$ cat src/rtl/mem_pkg.sv
// Shared memory-bus definitions: command encodings, arbiter states and port indices.
package mem_pkg;

  localparam logic [1:0] MNONE  = 2'b00;
  localparam logic [1:0] MREAD  = 2'b01;
  localparam logic [1:0] MWRITE = 2'b10;

  typedef enum logic [1:0] {
    IDLE   = 2'd0,
    ACCESS = 2'd1,
    DONE   = 2'd2
  } state_t;

  localparam int P_CPU = 0;
  localparam int P_LDR = 1;

endpackage

$ cat src/rtl/arb_pick.sv
// Winner selection for the two-port memory arbiter.
// policy=1 alternates on contention (the port that was not served last wins); policy=0 is fixed priority to port 0.
module arb_pick (
  input  logic [1:0] req,
  input  logic       last,
  input  logic       policy,
  output logic [1:0] winner
);

  always_comb begin
    winner = 2'b00;
    if (req == 2'b11)
      winner = (policy && !last) ? 2'b10 : 2'b01;
    else if (req[0])
      winner = 2'b01;
    else if (req[1])
      winner = 2'b10;
  end

endmodule

$ cat src/rtl/mem_arbiter.sv
// Two-port arbiter in front of the single-port program/data memory.
// Define MEM_ARB_ROUND_ROBIN_EN for round-robin arbitration; otherwise port 0 has fixed priority.
//
// state  | meaning
// IDLE   | no owner; sample req and latch the winner's command
// ACCESS | command on the memory bus; reads held until the latency counter expires
// DONE   | done pulse to the owner; gnt drops on exit
module mem_arbiter
  import mem_pkg::*;
#(
  parameter int AW       = 9,
  parameter int DW       = 16,
  parameter int READ_LAT = 1
) (
  input  logic          clk,
  input  logic          reset,
  input  logic [1:0]    req,
  input  logic [1:0]    cmd0,
  input  logic [AW-1:0] addr0,
  input  logic [DW-1:0] wdata0,
  input  logic [1:0]    cmd1,
  input  logic [AW-1:0] addr1,
  input  logic [DW-1:0] wdata1,
  output logic [1:0]    gnt,
  output logic [1:0]    done,
  output logic [DW-1:0] rdata,
  output logic [1:0]    mem_cmd,
  output logic [AW-1:0] mem_addr,
  output logic [DW-1:0] write_data,
  input  logic [DW-1:0] read_data
);

  localparam int CW = $clog2(READ_LAT + 1);

  state_t        state, state_nx;
  logic [CW-1:0] cnt, cnt_nx;
  logic [1:0]    winner;
  logic [1:0]    gnt_nx, done_nx, mem_cmd_nx;
  logic [AW-1:0] mem_addr_nx;
  logic [DW-1:0] write_data_nx, rdata_nx;
  logic [1:0]    sel_cmd;
  logic [AW-1:0] sel_addr;
  logic [DW-1:0] sel_wdata;
  logic          access_last;
  logic          last;
  logic          policy;

`ifdef MEM_ARB_ROUND_ROBIN_EN
  assign policy = 1'b1;

  always_ff @(posedge clk) begin
    if (!reset)
      last <= 1'b1;
    else if (state == DONE)
      last <= gnt[P_LDR];
  end
`else
  assign policy = 1'b0;
  assign last   = 1'b1;
`endif

  arb_pick u_arb_pick (
    .req    (req),
    .last   (last),
    .policy (policy),
    .winner (winner)
  );

  assign sel_cmd   = winner[P_LDR] ? cmd1   : cmd0;
  assign sel_addr  = winner[P_LDR] ? addr1  : addr0;
  assign sel_wdata = winner[P_LDR] ? wdata1 : wdata0;

  // Writes and no-ops leave ACCESS after one cycle; reads wait for the counter.
  assign access_last = (mem_cmd != MREAD) || (cnt == '0);

  always_ff @(posedge clk) begin
    if (!reset) begin
      state      <= IDLE;
      cnt        <= '0;
      gnt        <= '0;
      done       <= '0;
      rdata      <= '0;
      mem_cmd    <= MNONE;
      mem_addr   <= '0;
      write_data <= '0;
    end else begin
      state      <= state_nx;
      cnt        <= cnt_nx;
      gnt        <= gnt_nx;
      done       <= done_nx;
      rdata      <= rdata_nx;
      mem_cmd    <= mem_cmd_nx;
      mem_addr   <= mem_addr_nx;
      write_data <= write_data_nx;
    end
  end

  always_comb begin
    state_nx = state;
    case (state)
      IDLE:    if (req != 2'b00) state_nx = ACCESS;
      ACCESS:  if (access_last) state_nx = DONE;
      DONE:    state_nx = IDLE;
      default: state_nx = IDLE;
    endcase
  end

  always_comb begin
    cnt_nx        = cnt;
    gnt_nx        = gnt;
    done_nx       = 2'b00;
    rdata_nx      = rdata;
    mem_cmd_nx    = mem_cmd;
    mem_addr_nx   = mem_addr;
    write_data_nx = write_data;
    case (state)
      IDLE: begin
        mem_cmd_nx = MNONE;
        if (req != 2'b00) begin
          gnt_nx        = winner;
          mem_cmd_nx    = (sel_cmd == MREAD || sel_cmd == MWRITE) ? sel_cmd : MNONE;
          mem_addr_nx   = sel_addr;
          write_data_nx = sel_wdata;
          cnt_nx        = (sel_cmd == MREAD) ? CW'(READ_LAT) : '0;
        end
      end
      ACCESS: begin
        if (access_last) begin
          mem_cmd_nx = MNONE;
          done_nx    = gnt;
          if (mem_cmd == MREAD)
            rdata_nx = read_data;
        end else begin
          cnt_nx = cnt - CW'(1);
        end
      end
      DONE: begin
        gnt_nx     = 2'b00;
        mem_cmd_nx = MNONE;
      end
      default: begin
        gnt_nx     = 2'b00;
        mem_cmd_nx = MNONE;
      end
    endcase
  end

endmodule

$ cat config.mk
export PLATFORM = sky130hd
export DESIGN_NAME = mem_arbiter
export DESIGN_NICKNAME = d
export VERILOG_FILES = /design/src/rtl/mem_pkg.sv /design/src/rtl/arb_pick.sv /design/src/rtl/mem_arbiter.sv
export SDC_FILE = /design/constraint.sdc
export NUM_CORES = 1
export LEC_CHECK = 0
export BUFFER_PORTS_ARGS = -buffer_cell sky130_fd_sc_hd__buf_2
export CAP_MARGIN = 20
export CORE_ASPECT_RATIO = 0.7
export CORE_UTILIZATION = 44
export CTS_CLUSTER_DIAMETER = 100
export DETAILED_ROUTE_END_ITERATION = 6
export PLACE_DENSITY_LB_ADDON = 0.25
export SYNTH_ARGS = -nofsm -noshare
export SYNTH_HDL_FRONTEND = slang
export SYNTH_SLANG_ARGS = --single-unit
$ cat constraint.sdc
create_clock -name clk -period 1.6 [get_ports clk]
set_input_delay 0.32 -clock clk [delete_from_list [all_inputs] [get_ports clk]]
set_output_delay 0.32 -clock clk [all_outputs]
set_load 0.03 [all_outputs]
==> summary.txt <==
Status -> completed
Die Span Y -> 60.7 um
Largest family of logic cells by synthesized area -> multiplexers
Initial Utilization -> 0.478
Synth Instances -> 205
Routed WL -> 4480 um
Diode count -> 0
Final period util -> 0.847
H-tree levels -> 2
Hold Path Sink -> rdata[6]$_SDFFE_PN0P_
Share of layout cells above drive strength 1 -> 0.414
Critical path class -> reg2reg
Cts bufs inserted -> 5
TNS Setup -> 0 ns
Total core area -> 0.00453 mm^2
Post-Synthesis Cell Area -> 0.00217 mm^2
Internal power -> 1950 uW
Setup violators final -> 0
Clock Sinks -> 50
Worst path cell trace -> nor2b_4 -> and4b_1 -> buf_12 -> mux2i_1 -> nor2b_1
Clock tree root buffer cell -> clkbuf_8
Static power due to leakage -> 0.00167 uW
Num ports -> 121
DR iter-0 viols -> 55
Synth warn -> 0
Cells on worst reg2reg path -> 5
Placer Congestion -> 0.744
Post-Synth XOR/XNOR Area -> 0
Vias in the first global route -> 1525
Top area cells in the synthesized netlist -> dfxtp_1 (46%), mux2i_1 (19%), o211a_1 (12%)
Fill count -> 404
Synth-to-layout area growth -> 33.9%
Clock tree buffer depth -> 2
Final Core Density -> 0.640
Slew @ Worst Pin -> 0.415 ns
Seq pwr share -> 0.504
Worst path slowest cell -> dfxtp_1
Max-Cap Viols -> 0
Post-Synth Simple-Gate Area -> 0.143
Critical path's top delay family -> simple AND/OR/NAND/NOR gates
P_sw -> 793 uW
Register area -> 0.00100 mm^2
Synth Area in Compound Gates -> 0.148
WP data arrival -> 1.54 ns
Final Max Tran Viols -> 0
Clock Pin Slew Worst Setup and Hold Paths -> 0.08 ns
RSZ-0062 raised after global routing -> no
First-pass GRT wire length -> 6730 um
R2R Path Start -> state[0]$_SDFFE_PN0P_
Vias -> 1823
Post-CTS resize count -> 0
Combinational fraction of design power -> 0.231
Sequential share of the synthesized area -> 0.462
Sw Ratio -> 0.290
Min cycle time layout -> 1.36 ns
HP Start -> read_data[6]
Max Freq -> 738 MHz
DR DRC count -> 0
CP max FO -> 16
Commonest non-fill, non-tap cell in the layout -> buf_2
Setup slack after placement -> 0.183 ns
GRT Total Usage -> 0.169
Syn Nets -> 279
Worst path max stage delay -> 0.37 ns
Syn_area_per_cell -> 10.6 um^2
Max_slew headroom -> 0.723
Startpoint class of the critical path -> flip-flop
WP buf/inv -> 1
Distinct cell type count after synthesis -> 29
Number of setup buffers added after CTS -> 0
Die W -> 85.9 um
Post-Synth Adder-Cell Area -> 0
Area leader, netlist -> dfxtp_1
Yosys top cell area share -> 0.462
Synth Register Bits -> 50
Grt ovf -> 0
Min-Delay Path Depth -> 3
DP Wirelength -> 3210 um
Final Hold Viols -> 0
Area occupied by multi-input gates -> 0.00104 mm^2
Commonest cells after routing, fill and taps aside -> buf_2 (120), dfxtp_1 (50), mux2i_1 (41), nand2_1 (26), o211a_1 (25)
Pwr/cell area -> 945 mW/mm^2
Pin count of the biggest net entering global routing -> 53
Cts hold-fix bufs -> 0
Initial antenna violation count -> 0
Power share of the clock group -> 0.265
Setup Skew -> 0.00776 ns
Area of the die -> 0.00521 mm^2
CTS tree -> built
Nets -> 394
Core Rows -> 20
Worst-skew pair later-pin latency -> 0.29 ns
Drt wl/cell -> 11.6 um
Setup slack, reg-to-reg -> 0.24 ns
Maximum vdd drop -> 0.550 mV
Port buffer count -> 120
Post-synthesis mux area share -> 0.189
WP data required -> 1.79 ns
Final setup margin -> 0.245 ns
WHS -> 0.279 ns
Final ANT Viol Nets -> 0
Drt pass-1 iters -> 4
Type of the most critical hold path -> in2reg
Via density -> 4.71
Worst Setup End Kind -> flip-flop
Reg2reg end -> rdata[14]$_SDFFE_PN0P_
[worst max path at each step]
stage / from / endpoint / slack (ns) / cells after the start
6_report: state[0]$_SDFFE_PN0P_ / rdata[14]$_SDFFE_PN0P_ / 0.24 / 5
5_1_grt: state[0]$_SDFFE_PN0P_ / rdata[8]$_SDFFE_PN0P_ / 0.14 / 5
4_1_cts: state[0]$_SDFFE_PN0P_ / rdata[14]$_SDFFE_PN0P_ / 0.24 / 5
3_5_place_dp: req[0] / write_data[13]$_SDFFE_PN0P_ / 0.18 / 6
3_3_place_gp: req[0] / mem_addr[5]$_SDFFE_PN0P_ / 0.23 / 6
2_1_floorplan: mem_cmd[0]$_SDFFE_PN0P_ / rdata[10]$_SDFFE_PN0P_ / 0.23 / 5
[worst register-to-register path, stage by stage (launching register included)]
cell and delay [ns]:
dfxtp_1 0.37, nor2b_4 0.17, and4b_1 0.26, buf_12 0.18, mux2i_1 0.20, nor2b_1 0.07
[layer usage]
metal,track usage,share of wire,vias up
met2,0.264,0.43,61
met5,0,0,-
met4,0.0833,0.014,0
met3,0.0503,0.067,5
li1,-,-,946
met1,0.218,0.49,811
[power by group through the flow]
stage	registers, uW	clock network, uW	logic [uW]
after floorplan	1580	0	255
after detailed placement	1410	0	637
after CTS	1380	761	639
final	1380	726	633
after global routing	1390	819	685
after global placement	1410	0	631
[area by class of cell]
class,count,area share
repair buffers,124,0.230
clock inverters,1,0.00173
multi-input cells,135,0.359
well taps,66,0.0285
flip-flops and latches,50,0.345
inverters,4,0.00518
clock buffers,7,0.0298
[cells by family (layout without fill, tap and decap cells)]
logic type | Yosys count | count (layout)
AND/OR/NAND/NOR | 58 | 58
flip-flops | 50 | 50
multiplexers | 41 | 41
AO/OA/AOI/OAI | 36 | 36
buffers and inverters | 20 | 136
[synth_stat cells]
cell type	instances
a211oi_1	1
a21boi_0	1
a21oi_1	1
a2bb2oi_1	1
a311oi_1	1
a31oi_1	1
and2_1	3
and2b_2	1
and3_1	1
and4b_1	1
buf_12	1
buf_2	5
buf_4	1
buf_6	3
clkbuf_1	6
dfxtp_1	50
inv_1	4
mux2i_1	41
nand2_1	26
nand2b_1	3
nand3b_1	1
nand4_1	1
nor2_1	3
nor2b_1	16
nor2b_4	1
nor4bb_1	1
o211a_1	25
o21a_1	1
o21ai_0	4
[metrics by stage]
step | instances | power, uW | cell area, um^2
floorplan | 205 | 1830 | 2170
detailed placement | 379 | 2050 | 2810
finish | 387 | 2740 | 2900
global route | 387 | 2900 | 2900
global placement | 379 | 2040 | 2810
CTS | 387 | 2780 | 2900
[state kept, by name (all words and copies together) (netlist names)]
signal,flops
gnt,2
mem_cmd,2
write_data,16
state,2
mem_addr,9
cnt,1
done,2
rdata,16
Power figures use the tool's default switching activity.
